--- src/rtl/relu_seq_ctrl.sv ---
// Sequenced ReLU over additively shared operands: reconstructs x = g + e, clips
// negatives to zero and streams results through a single output register.
module relu_seq_ctrl #(
    parameter int N  = 8,
    parameter int CW = 8
) (
    input  logic          clk,
    input  logic          rst,
    input  logic          start,
    input  logic [CW-1:0] cfg_len,
    input  logic          in_valid,
    output logic          in_ready,
    input  logic [N-1:0]  g_input,
    input  logic [N-1:0]  e_input,
    output logic [N-1:0]  o,
    output logic          o_valid,
    input  logic          o_ready,
    output logic          o_last,
    output logic          busy,
    output logic          done,
    output logic [CW-1:0] neg_cnt
);

    localparam logic [1:0] IDLE  = 2'd0;
    localparam logic [1:0] RUN   = 2'd1;
    localparam logic [1:0] DRAIN = 2'd2;
    localparam logic [1:0] DONE  = 2'd3;

    localparam logic [CW-1:0] CNT_ONE = CW'(1);
    localparam logic [CW-1:0] CNT_MAX = '1;

    logic [1:0]    state;
    logic [CW-1:0] len_q;
    logic [CW-1:0] elem_cnt;
    logic [N-1:0]  x;
    logic          x_neg;
    logic          accept;
    logic          consume;
    logic          elem_last;

    // Carry-out of the share sum is dropped: reconstruction is mod 2^N.
    assign x         = g_input + e_input;
    assign x_neg     = x[N-1];
    assign in_ready  = (state == RUN) && (!o_valid || o_ready);
    assign accept    = in_valid && in_ready;
    assign consume   = o_valid && o_ready;
    assign elem_last = (elem_cnt == len_q - CNT_ONE);
    assign busy      = (state != IDLE);
    assign done      = (state == DONE);

    // NOTE: every register below uses non-blocking assignment so all state
    // updates see the pre-edge values of their neighbours.
    always_ff @(posedge clk or negedge rst) begin
        if (!rst) begin
            state    <= IDLE;
            len_q    <= '0;
            elem_cnt <= '0;
            neg_cnt  <= '0;
        end else begin
            case (state)
                IDLE: begin
                    if (start) begin
                        neg_cnt <= '0;
                        if (cfg_len != '0) begin
                            len_q    <= cfg_len;
                            elem_cnt <= '0;
                            state    <= RUN;
                        end else begin
                            state <= DONE;
                        end
                    end
                end
                RUN: begin
                    if (accept) begin
                        if (elem_last) begin
                            state <= DRAIN;
                        end else begin
                            elem_cnt <= elem_cnt + CNT_ONE;
                        end
                        if (x_neg && neg_cnt != CNT_MAX) begin
                            neg_cnt <= neg_cnt + CNT_ONE;
                        end
                    end
                end
                DRAIN: begin
                    if (consume && o_last) begin
                        state <= DONE;
                    end
                end
                DONE:    state <= IDLE;
                default: state <= IDLE;
            endcase
        end
    end

    // Single output stage: a new element may replace the one being consumed
    // in the same cycle, giving one element per cycle when o_ready stays high.
    always_ff @(posedge clk or negedge rst) begin
        if (!rst) begin
            o       <= '0;
            o_valid <= 1'b0;
            o_last  <= 1'b0;
        end else if (accept) begin
            o       <= x_neg ? '0 : x;
            o_valid <= 1'b1;
            o_last  <= elem_last;
        end else if (consume) begin
            o_valid <= 1'b0;
            o_last  <= 1'b0;
        end
    end

endmodule

--- config.mk ---
export PLATFORM = sky130hd
export DESIGN_NAME = relu_seq_ctrl
export DESIGN_NICKNAME = d
export VERILOG_FILES = /design/src/rtl/relu_seq_ctrl.sv
export SDC_FILE = /design/constraint.sdc
export NUM_CORES = 1
export LEC_CHECK = 0
export ABC_AREA = 0
export BUFFER_PORTS_ARGS = -buffer_cell sky130_fd_sc_hd__buf_4
export CAP_MARGIN = 0
export CORE_MARGIN = 10
export CORE_UTILIZATION = 55
export CTS_CLUSTER_SIZE = 30
export DETAILED_ROUTE_END_ITERATION = 8
export HOLD_SLACK_MARGIN = 0.05
export PLACE_DENSITY = 0.8
export SETUP_SLACK_MARGIN = 0.02
export SLEW_MARGIN = 10
export SYNTH_ARGS = -nofsm -noshare
export SYNTH_HDL_FRONTEND = slang
export SYNTH_SLANG_ARGS = --single-unit
--- constraint.sdc ---
create_clock -name clk -period 7.04 [get_ports clk]
set_input_delay 0.704 -clock clk [delete_from_list [all_inputs] [get_ports clk]]
set_output_delay 0.704 -clock clk [all_outputs]
set_load 0.01 [all_outputs]
# --- Yosys cells after proc, flatten, opt, wreduce, memory -nomap -nowiden ---
# Cells that the tools add are included.
totals:
  input_bits: 29
  out_inout_bits: 21
  ff_bits: 36
  word_cells: 58
classes:
  n_reduce_logical: 16
  add_sub_neg: 4
  mux: 19
  eq_ne: 12
op_table:
  columns: ["operator", "count"]
  rows:
  - ["8-bit 2-to-1 mux", 7]
  - ["8-bit case mux with 2 select lines", 2]
  - ["8-bit by 1-bit adder with 8-bit output (second input constant)", 2]
  - ["2-bit != test (second input constant)", 6]
  - ["2-bit 2-to-1 mux", 5]
  - ["8-bit adder", 1]
  - ["8-bit == test", 1]
  - ["8-bit != test (second input constant)", 1]
  - ["2-bit case mux with 4 select lines", 1]
  - ["4-bit AND reduction", 2]
  - ["8-bit nonzero test", 1]
  - ["8-bit by 1-bit subtractor with 8-bit output (second input constant)", 1]
  - ["7-bit 2-to-1 mux", 1]
  - ["2-bit nonzero test", 3]
  - ["1-bit logical AND", 5]
  - ["5-bit AND reduction", 1]
  - ["2-bit == test (second input constant)", 2]
  - ["1-bit 2-to-1 mux", 3]
  - ["3-bit AND reduction", 1]
  - ["2-bit by 1-bit == test with 1-bit output (second input constant)", 1]
  - ["2-bit logical NOT", 1]
  - ["2-bit by 1-bit != test with 1-bit output (second input constant)", 1]
  - ["1-bit logical NOT", 1]
  - ["1-bit logical OR", 1]

# --- Longest topological paths before layout ---
# Gate-level depths: netlist of run 1.
logic_depth:
  depth_word: 6
  mapped_depth: 10
  ltp_nobuf: 10

# --- Worst setup path before layout of run 1 ---
# Ideal clock, no wire load.
synth_timing:
  path_kind: "input port to flip-flop"
  from: "input port g_input[3]"
  to: "register neg_cnt[2]"
  arrival_ns: 2.447
  cell_stages: 8
  setup_time_ns: 0.126
  setup_slack_ns: 4.467
  cell_sequence: "ha_1 -> a21o_1 -> a21oi_1 -> a21oi_1 -> nand3b_1 -> nor3_2 -> nor2_1 -> a221o_1"
synth_via:
  elab_chain_cells: 4
synth_rtl:
  columns: ["element", "line_no", "rtl"]
  rows:
  - ["start, declared", "13", "input logic [N-1:0] g_input,"]
  - ["8-bit adder", "42", "assign x = g_input + e_input;"]
  - ["1-bit logical AND", "80", "if (x_neg && neg_cnt != CNT_MAX) begin"]
  - ["2-bit by 1-bit != test with 1-bit output (no line)", null, null]
  - ["4-bit AND reduction (no line)", null, null]
  - ["end signal, assigned", "81", "neg_cnt <= neg_cnt + CNT_ONE;"]
  - ["end, declared", "21", "output logic [CW-1:0] neg_cnt"]
# No other way between the ends.
# A chain may end at the register's enable or synchronous reset.

# --- Final worst setup path of run 1 ---
layout_timing:
  from: "register state[1]"
  to: "register elem_cnt[3]"
layout_via:
  elab_chain_cells: 5
  word_cells_on_any_way: 11
  classes_between: "eq/ne: 5; mux: 1; reduce/logical: 5"
layout_rtl:
  columns: ["element", "line_no", "rtl"]
  rows:
  - ["start, declared", "32", "logic [1:0] state;"]
  - ["start signal, assigned", "55", "state <= IDLE;"]
  - ["start signal, assigned", "67", "state <= RUN;"]
  - ["start signal, assigned", "69", "state <= DONE;"]
  - ["2-bit by 1-bit == test with 1-bit output", "44, 60", null]
  - ["1-bit logical AND", "44", "assign in_ready = (state == RUN) && (!o_valid || o_ready);"]
  - ["1-bit logical AND", "45", "assign accept = in_valid && in_ready;"]
  - ["2-bit != test (no line)", null, null]
  - ["5-bit AND reduction (no line)", null, null]
  - ["end signal, assigned", "78", "elem_cnt <= elem_cnt + CNT_ONE;"]
  - ["end, declared", "34", "logic [CW-1:0] elem_cnt;"]
# Several ways; a longest one is shown, not always the timed one.

==> results of run 1 <==
==> metrics by stage <==
step	area, um^2	hold WS, ps
floorplan	2449	408.4
global placement	2828	466.1
detailed placement	2828	477.6
CTS	2909	368.5
global route	2909	375.2
finish	2909	343.4
==> sequential cells by signal, summed over array words and instances (netlist names) <==
name and cells:
o 7, state 2, o_last 1, o_valid 1, elem_cnt 8, neg_cnt 8, len_q 8
==> synth_stat cells (all sizes together) (8+ instances only) <==
| master | n |
|---|---|
| dfrtp | 35 |
| a21oi | 15 |
| ha | 14 |
| nand3 | 13 |
| xnor2 | 9 |
| mux2 | 8 |
| nor2 | 10 |
| o21ai | 9 |
| nand2 | 37 |
| inv | 9 |
| clkbuf | 9 |
==> cell families (layout without fill, tap and decap cells) <==
family,after synthesis,after routing,share of synthesized area (%)
xor+xnor,16,16,5.723
buf+inv,20,65,3.270
fa+ha+maj,15,15,7.971
mux,9,9,4.241
flops,35,35,35.77
compound gates,63,63,18.75
other cells,1,1,0.1531
simple gates,106,106,24.12
==> area by class of cell <==
class | instances | area share (%)
multi-input cells | 210 | 51.31
flip-flops and latches | 35 | 30.11
repair buffers | 48 | 12.39
clock buffers | 7 | 2.624
well taps | 52 | 2.237
inverters | 9 | 1.161
clock inverters | 1 | 0.1720
==> per-layer routing <==
layer  global-route usage, %  routed length, um
met5                       0                  0
met2                   25.10               2675
met1                   19.21               2462
met4                   5.302                 96
met3                   4.690                272
==> critical path: stages, from the launching register on <==
cell	delay [ps]
dfrtp_1	400
inv_1	100
ha_1	620
and2_1	240
nand2_1	320
a22oi_1	350
nand2_1	100
or3b_2	490
o211ai_1	100
==> power breakdown <==
part | leakage, nW | internal (mW) | switching, mW
sequential | 0.451 | 0.279 | 0.115
combinational | 0.881 | 0.266 | 0.294
clock | 0.0422 | 0.0695 | 0.0750
total | 1.37 | 0.615 | 0.484
==> final timing paths <==
kind / cells after the start / to / slack, ps
min: 1 / len_q[0]$_DFFE_PN0P_ / 340
min reg2reg: 2 / o[1]$_DFFE_PN0P_ / 490
min in group clk: 2 / o[1]$_DFFE_PN0P_ / 490
max: 8 / elem_cnt[3]$_DFFE_PN0P_ / 4230
max in group asynchronous: 1 / neg_cnt[6]$_DFFE_PN0P_ / 6370
max reg2reg: 8 / elem_cnt[3]$_DFFE_PN0P_ / 4230
==> impl_metrics.env, run 1 <==
export IMPL_critPathRequiredTime_ps=7250
export IMPL_crit_path_end_kind="flip-flop"
export IMPL_hpwlAfterDp_um=4290
export IMPL_rsz0062_at_grt="no"
export IMPL_cts_buffers_inserted=5
export IMPL_clkLatencyLatePin_ps=290
export IMPL_netlist_area_leader_share_pct=35.77
export IMPL_fin_crit_ps=2807
export IMPL_die_area_um2=7521
export IMPL_viasPerCell=5.807
export IMPL_rows=24
export IMPL_fin_skew_ps=6.110
export IMPL_firstDrtPassIters=4
export IMPL_post_cts_resized=0
export IMPL_synth_seq_cells=35
export IMPL_seqCellArea_um2=875.8
export IMPL_final_core_util_pct=67.27
export IMPL_multiInputGateArea_um2=1493
export IMPL_arrival_ps=3020
export IMPL_dp_cells=354
export IMPL_yosys_most_used_dff="dfrtp_1"
export IMPL_areaGrowthSynthToFinish_pct=18.80
export IMPL_overflow=0
export IMPL_holdCritPathClass="input pin to async pin"
export IMPL_cp_start_kind="flip-flop"
export IMPL_syn_instance_count=265
export IMPL_antenna_cells=0
export IMPL_setup_viol=0
export IMPL_ys_top_cells_by_area="dfrtp_1 (36%), ha_1 (7.2%), nand2_1 (5.5%)"
export IMPL_slew_viol_final=0
export IMPL_synth_edf_count=0
export IMPL_first_global_vias=2062
export IMPL_portBuffers=48
export IMPL_synthArstFlopShare_pct=100.0
export IMPL_critPathLaunch="state[1]$_DFFE_PN0P_"
export IMPL_clock_sinks=35
export IMPL_clkSlewWorstSetupHoldPaths_ps=70
export IMPL_r2r_start="state[1]$_DFFE_PN0P_"
export IMPL_stdcell_count=362
export IMPL_max_cap_violations=0
export IMPL_hold_violations=0
export IMPL_drt_initial_drc_count=128
export IMPL_gp_congestion=0.8780
export IMPL_avgRoutedWirePerCell_um=15.21
export IMPL_outcome="finished, final reports clean"
export IMPL_yosysSeqAreaShare_pct=35.77
export IMPL_cts_tree="yes"
export IMPL_p_leak_nw=1.374
export IMPL_synthDistinctLibCells=57
export IMPL_nets=353
export IMPL_cts_max_path_buffers=2
export IMPL_powerDensity_nw_per_um2=377.6
export IMPL_htreeDepth=2
export IMPL_die_h_um=86.73
export IMPL_cts_root_buf="clkbuf_8"
export IMPL_drive_above_1_share_pct=22.90
export IMPL_die_x_um=86.73
export IMPL_n_fill_cell=359
export IMPL_num_vias=2102
export IMPL_grt_use_total_pct=15.55
export IMPL_drc_errors=0
export IMPL_cts_hold_buf=0
export IMPL_post_cts_buffers=0
export IMPL_worst_slack_ps=4233
export IMPL_crit_path_max_fanout=24
export IMPL_fin_setup_tns_ps=0
export IMPL_worst_setup_path_type="flip-flop to flip-flop"
export IMPL_tightest_slew_ps=747.8
export IMPL_detail_route_antenna_nets=0
export IMPL_grt_pass1_wl_um=9701
export IMPL_coreArea_um2=4324
export IMPL_initial_core_util_pct=56.63
export IMPL_syn_nets=309
export IMPL_pin_count=50
export IMPL_antenna_found_initial=0
export IMPL_max_freq_mhz=356.2
export IMPL_peakVddDrop_uv=190.0
export IMPL_p_total_mw=1.099
export IMPL_syn_area_um2=2449
export IMPL_synth_area_per_cell_um2=9.240
export IMPL_final_common_cell="buf_4"
export IMPL_yosys_warnings=0
export IMPL_synth_top_area_cell="dfrtp_1"
export IMPL_relSlewSlack_pct=50.15
export IMPL_drt_wl_total_um=5507
export IMPL_mostFrequentLayoutCells="buf_4 (48), nand2_1 (36), dfrtp_1 (35), a21oi_1 (15), ha_1 (14)"
export IMPL_dp_slack_ps=4116
export IMPL_fin_crit_sh_pct=39.88
export IMPL_grt_max_degree=36
No activity file was read; power rests on OpenSTA's default activity.
==> run 2, diff against run 1 <==
--- a/config.mk
+++ b/config.mk
@@ -9,11 +9,11 @@
 export BUFFER_PORTS_ARGS = -buffer_cell sky130_fd_sc_hd__buf_4
 export CAP_MARGIN = 0
 export CORE_MARGIN = 10
-export CORE_UTILIZATION = 55
+export CORE_UTILIZATION = 50
 export CTS_CLUSTER_SIZE = 30
 export DETAILED_ROUTE_END_ITERATION = 8
 export HOLD_SLACK_MARGIN = 0.05
-export PLACE_DENSITY = 0.8
+export PLACE_DENSITY = 0.77
 export SETUP_SLACK_MARGIN = 0.02
 export SLEW_MARGIN = 10
 export SYNTH_ARGS = -nofsm -noshare
==> constraint.sdc (replaced) <==
create_clock -name clk -period 2.4 [get_ports clk]
set_input_delay 0.24 -clock clk [delete_from_list [all_inputs] [get_ports clk]]
set_output_delay 0.24 -clock clk [all_outputs]
set_load 0.01 [all_outputs]
==> run 2 against run 1 <==
Total power rose to 3.1 times the previous value. Clock power rose to 3.3 times the previous value. Count of clock-buffer cells in the layout up 1. Maximum frequency up 24%. Hold slack worse by 180 ps. Design area up 4.9%. Global-route usage down 1.7 points. Final cell count up 7.2%. Combinational power rose to 3.2 times the previous value. Non-clock buffer count up 11. Critical path depth up 1. Critical endpoint is now elem_cnt[0]$_DFFE_PN0P_. Largest power group unchanged.
==> impl_metrics.env, run 2 (synthesis results as in run 1) <==
export IMPL_min_path_cells=3
export IMPL_cpMaxStageDelayCell="dfrtp_1"
export IMPL_cts_buffers_inserted=5
export IMPL_fin_area_um2=3050
export IMPL_worst_setup_path_type="flip-flop to flip-flop"
export IMPL_crit_path_end_kind="flip-flop"
export IMPL_clkLatencyLatePin_ps=290
export IMPL_r2r_start="len_q[1]$_DFFE_PN0P_"
export IMPL_r2r_setup_slack_ps=130
export IMPL_fin_setup_tns_ps=0
export IMPL_antenna_cells=0
export IMPL_drive_above_1_share_pct=26.17
export IMPL_critPathRequiredTime_ps=2580
export IMPL_worst_path_largest_cell_delay_ps=410
export IMPL_fin_crit_ps=2266
export IMPL_detail_route_antenna_nets=0
export IMPL_drt_wl_total_um=5662
export IMPL_dpl_cell_area_um2=2922
export IMPL_first_global_vias=2055
export IMPL_coreArea_um2=4723
export IMPL_clkSlewWorstSetupHoldPaths_ps=70
export IMPL_r2r_end="elem_cnt[0]$_DFFE_PN0P_"
export IMPL_setup_viol=0
export IMPL_hold_violations=0
export IMPL_max_cap_violations=0
export IMPL_die_x_um=89.98
export IMPL_outcome="finished, final reports clean"
export IMPL_gp_congestion=0.7975
export IMPL_cts_tree="yes"
export IMPL_slew_viol_final=0
export IMPL_initial_core_util_pct=51.84
export IMPL_arrival_ps=2440
export IMPL_die_area_um2=8096
export IMPL_grt_pass1_wl_um=9542
export IMPL_cts_root_buf="clkbuf_8"
export IMPL_nets=364
export IMPL_mostFrequentLayoutCells="buf_4 (58), nand2_1 (36), dfrtp_1 (35), a21oi_1 (15)"
export IMPL_multiInputGateArea_um2=1511
export IMPL_clock_sinks=35
export IMPL_cp_start_kind="flip-flop"
export IMPL_min_delay_start="cfg_len[0]"
export IMPL_avgRoutedWirePerCell_um=14.59
export IMPL_peakVddDrop_uv=503.3
export IMPL_num_vias=2091
export IMPL_rows=25
export IMPL_hold_end="len_q[0]$_DFFE_PN0P_"
export IMPL_grt_use_total_pct=13.86
export IMPL_powerDensity_nw_per_um2=1118
export IMPL_hpwlAfterDp_um=4404
export IMPL_n_fill_cell=395
export IMPL_areaGrowthSynthToFinish_pct=24.58
export IMPL_p_total_mw=3.411
export IMPL_drt_initial_drc_count=102
export IMPL_rsz0062_at_grt="yes"
export IMPL_drc_errors=0
export IMPL_post_cts_buffers=0
export IMPL_viasPerCell=5.389
export IMPL_reg_top3="elem_cnt: 8 flops, len_q: 8 flops, neg_cnt: 8 flops"
export IMPL_p_leak_nw=1.437
export IMPL_max_freq_mhz=441.4
export IMPL_firstDrtPassIters=4
export IMPL_final_common_cell="buf_4"
export IMPL_crit_chain="inv_1, ha_4, xor2_1, nand3_1, a2111oi_4, buf_4, nand2_4, mux2_4, a22o_1"
export IMPL_r2r_worst_path_cells=9
export IMPL_worst_slack_ps=134.3
export IMPL_overflow=0
export IMPL_holdCritPathClass="input pin to flip-flop"
export IMPL_grt_max_degree=36
export IMPL_dp_slack_ps=26.60
export IMPL_fin_crit_sh_pct=94.40
export IMPL_crit_path_max_fanout=7
export IMPL_pin_count=50
export IMPL_fin_skew_ps=8.236
export IMPL_die_h_um=89.98
export IMPL_portBuffers=48
export IMPL_cts_max_path_buffers=2
export IMPL_htreeDepth=2
export IMPL_antenna_found_initial=0
export IMPL_seqCellArea_um2=875.8
## run 2: critical path: cells and delay by family (launching register included)
kind	cells	cell delay (ps)
buffers and inverters	2	310
adders and majority gates	1	280
xor gates and xnor gates	1	150
and+or+nand+nor	2	240
AOI/OAI and AO/OA	2	460
DFF	1	410
muxes	1	310
## run 2: what timing repair did
action,in CTS,in global routing
resized for setup,0,3
hold buffers,1,0
endpoints found under the hold margin,35,0
endpoints found under the setup margin,0,11
## run 2: worst max-delay path by stage
stage / start / to / cells past startpoint
3_3_place_gp: g_input[3] / neg_cnt[5]$_DFFE_PN0P_ / 9
4_1_cts: len_q[1]$_DFFE_PN0P_ / elem_cnt[0]$_DFFE_PN0P_ / 10
3_5_place_dp: g_input[3] / neg_cnt[5]$_DFFE_PN0P_ / 9
2_1_floorplan: len_q[0]$_DFFE_PN0P_ / elem_cnt[0]$_DFFE_PN0P_ / 10
6_report: len_q[1]$_DFFE_PN0P_ / elem_cnt[0]$_DFFE_PN0P_ / 9
5_1_grt: len_q[1]$_DFFE_PN0P_ / elem_cnt[0]$_DFFE_PN0P_ / 9
## run 2: routing by layer
layer	wire length, um	vias to the layer above	global-route usage (%)	share of wire, %
li1	-	1073	-	-
met1	2561	970	16.57	45
met2	2645	42	21.79	47
met3	359	6	4.904	6.3
met4	95	0	6.366	1.7
met5	0	-	0	0
## run 2: through the flow
step           std cells  util, %  hold slack, ps
2_1_floorplan        265        -          -55.59
3_3_place_gp         379    61.85           221.6
3_5_place_dp         379    61.85           221.8
4_1_cts              388    64.19           162.6
5_1_grt              388    64.58           190.8
6_report             388    64.58           168.0
## run 2: area by class of cell
class / instances / area share, %
well taps: 67 / 2.748
multi-input cells: 210 / 49.55
flip-flops and latches: 35 / 28.71
repair buffers: 59 / 14.60
inverters: 9 / 1.107
clock buffers: 8 / 3.281
## run 2: power breakdown
part / leakage (nW) / switching (mW) / internal, mW
combinational: 0.935 / 0.930 / 0.875
sequential: 0.451 / 0.314 / 0.819
clock: 0.0515 / 0.211 / 0.262
==> run 3, diff against run 2 <==
--- a/config.mk
+++ b/config.mk
@@ -8,8 +8,8 @@
 export ABC_AREA = 0
 export BUFFER_PORTS_ARGS = -buffer_cell sky130_fd_sc_hd__buf_4
 export CAP_MARGIN = 0
-export CORE_MARGIN = 10
 export CORE_UTILIZATION = 50
+export CTS_BUF_LIST = sky130_fd_sc_hd__clkbuf_4 sky130_fd_sc_hd__clkbuf_8 sky130_fd_sc_hd__clkbuf_16
 export CTS_CLUSTER_SIZE = 30
 export DETAILED_ROUTE_END_ITERATION = 8
 export HOLD_SLACK_MARGIN = 0.05
==> run 3 against run 2 <==
The run now ends with design-rule violations left. Sequential power about the same. Global-route usage up 8.6 points. Worst setup slack better by 15 ps. Register-to-register slack about the same. Hold slack worse by 6.2 ps. Via count up 3.0%. Final cell count unchanged. Die area down 36%. Non-clock buffer count unchanged. Critical path depth unchanged. Largest power group unchanged. Highest routed layer unchanged.
==> impl_metrics.env, run 3 (synthesis results as in run 1) <==
export IMPL_outcome="finished with violations"
export IMPL_violations="design-rule violations"
export IMPL_hpwlAfterDp_um=3994
export IMPL_avgRoutedWirePerCell_um=14.01
export IMPL_cts_max_path_buffers=2
export IMPL_rows=25
export IMPL_cts_buffers_inserted=5
export IMPL_cts_tree="yes"
export IMPL_portBuffers=48
export IMPL_initial_core_util_pct=51.84
export IMPL_setup_viol=0
export IMPL_clkLatencyLatePin_ps=290
export IMPL_min_path_cells=3
export IMPL_stdcell_count=388
export IMPL_dp_slack_ps=37.15
export IMPL_crit_chain="buf_4, or2_4, nor4_4, xnor2_2, a2111oi_4, buf_4, a21oi_1, or3b_2, o211ai_1"
export IMPL_coreArea_um2=4723
export IMPL_cp_common_cell="buf_4"
export IMPL_antenna_found_initial=0
export IMPL_min_delay_start="cfg_len[1]"
export IMPL_crit_path_end_kind="flip-flop"
export IMPL_htreeDepth=2
export IMPL_fin_skew_ps=10.28
export IMPL_hold_end="len_q[1]$_DFFE_PN0P_"
export IMPL_overflow=0
export IMPL_rsz0062_at_grt="yes"
export IMPL_grt_use_total_pct=22.43
export IMPL_powerDensity_nw_per_um2=1128
export IMPL_drt_initial_drc_count=109
export IMPL_gp_congestion=0.8039
export IMPL_dp_cells=379
export IMPL_mostFrequentLayoutCells="buf_4 (58), nand2_1 (35), dfrtp_1 (33), a21oi_1 (15)"
export IMPL_n_fill_cell=406
export IMPL_firstDrtPassIters=6
export IMPL_cpMaxStageDelayCell="or3b_2"
export IMPL_viasPerCell=5.549
export IMPL_areaGrowthSynthToFinish_pct=25.45
export IMPL_fin_setup_tns_ps=0
export IMPL_cp_start_kind="flip-flop"
export IMPL_drive_above_1_share_pct=28.04
export IMPL_fin_crit_sh_pct=93.80
export IMPL_first_global_vias=2039
export IMPL_clkSlewWorstSetupHoldPaths_ps=80
export IMPL_drt_wl_total_um=5437
export IMPL_max_cap_violations=0
export IMPL_r2r_setup_slack_ps=150
export IMPL_drc_errors=2
export IMPL_reg_top3="elem_cnt: 8 flops, len_q: 8 flops, neg_cnt: 8 flops"
export IMPL_r2r_end="elem_cnt[3]$_DFFE_PN0P_"
export IMPL_nets=364
export IMPL_die_area_um2=5181
export IMPL_worst_slack_ps=148.8
export IMPL_peakVddDrop_uv=433.8
export IMPL_pin_count=50
export IMPL_grt_max_degree=36
export IMPL_r2r_start="len_q[1]$_DFFE_PN0P_"
export IMPL_arrival_ps=2450
export IMPL_worst_setup_path_type="flip-flop to flip-flop"
export IMPL_final_common_cell="buf_4"
export IMPL_p_leak_nw=1.445
export IMPL_hold_violations=0
export IMPL_max_freq_mhz=444.2
export IMPL_num_vias=2153
export IMPL_crit_path_max_fanout=5
export IMPL_holdCritPathClass="input pin to flip-flop"
export IMPL_die_h_um=71.98
export IMPL_antenna_cells=0
export IMPL_worst_path_largest_cell_delay_ps=460
export IMPL_cts_root_buf="clkbuf_8"
export IMPL_grt_pass1_wl_um=8901
export IMPL_critPathRequiredTime_ps=2600
export IMPL_fin_crit_ps=2251
export IMPL_clock_sinks=35
export IMPL_r2r_worst_path_cells=9
export IMPL_die_x_um=71.98
export IMPL_detail_route_antenna_nets=0
export IMPL_slew_viol_final=0
run 3: stage by stage:
stage | hold slack [ps] | utilization, % | cell area [um^2] | power [mW]
final | 161.8 | 65.03 | 3072 | 3.465
after detailed placement | 225.4 | 61.85 | 2922 | 2.897
after global placement | 220.6 | 61.85 | 2922 | 2.846
after CTS | 152.7 | 64.26 | 3035 | 3.411
after floorplan | -55.59 | - | 2449 | 2.331
after global routing | 170.0 | 65.03 | 3072 | 3.731
run 3: timing repair:
item,CTS,global route
setup endpoints to repair,0,11
setup buffers,0,0
endpoints found under the hold margin,35,0
hold buffers,1,0
gates resized for setup,0,8
run 3: layer usage:
layer / wire (um) / track usage, % / up-vias / part of all wire [%]
met5: 0 / 0 / - / 0
met4: 161 / 10.89 / 0 / 3.0
met3: 222 / 6.389 / 10 / 4.1
met2: 2605 / 37.11 / 46 / 48
met1: 2447 / 26.94 / 1024 / 45
li1: - / - / 1073 / -
run 3: area by class of cell:
| class | count | area, um^2 | area share [%] |
|---|---|---|---|
| multi-input combinational | 210 | 1526 | 49.69 |
| clock buffer | 8 | 103.9 | 3.381 |
| sequential | 35 | 878.3 | 28.59 |
| tap | 67 | 83.83 | 2.729 |
| timing repair buffer | 59 | 445.4 | 14.50 |
| inverter | 9 | 33.78 | 1.100 |
run 3: how the worst max path moves through the flow:
stage               cells past startpoint  slack [ps]                 start                      end
floorplan                              10          50  len_q[0]$_DFFE_PN0P_  elem_cnt[0]$_DFFE_PN0P_
global placement                        9          60            g_input[3]   neg_cnt[5]$_DFFE_PN0P_
detailed placement                      9          40            g_input[3]   neg_cnt[5]$_DFFE_PN0P_
CTS                                    10          70  len_q[1]$_DFFE_PN0P_  elem_cnt[1]$_DFFE_PN0P_
global route                            9          10  len_q[1]$_DFFE_PN0P_  elem_cnt[1]$_DFFE_PN0P_
finish                                  9         150  len_q[1]$_DFFE_PN0P_  elem_cnt[3]$_DFFE_PN0P_
run 3: power breakdown:
part           total [mW]  internal (mW)  switching (mW)
clock network       0.486          0.273           0.213
registers            1.13          0.823           0.308
logic                1.85          0.897           0.951
total                3.46           1.99            1.47
run 3: worst max-delay path, delay by kind of cell, from the launching register on:
kind,cells,cell delay [ps]
AO/OA/AOI/OAI,3,360
XOR/XNOR,1,170
buffers and inverters,2,330
flip-flops,1,390
AND/OR/NAND/NOR,3,910
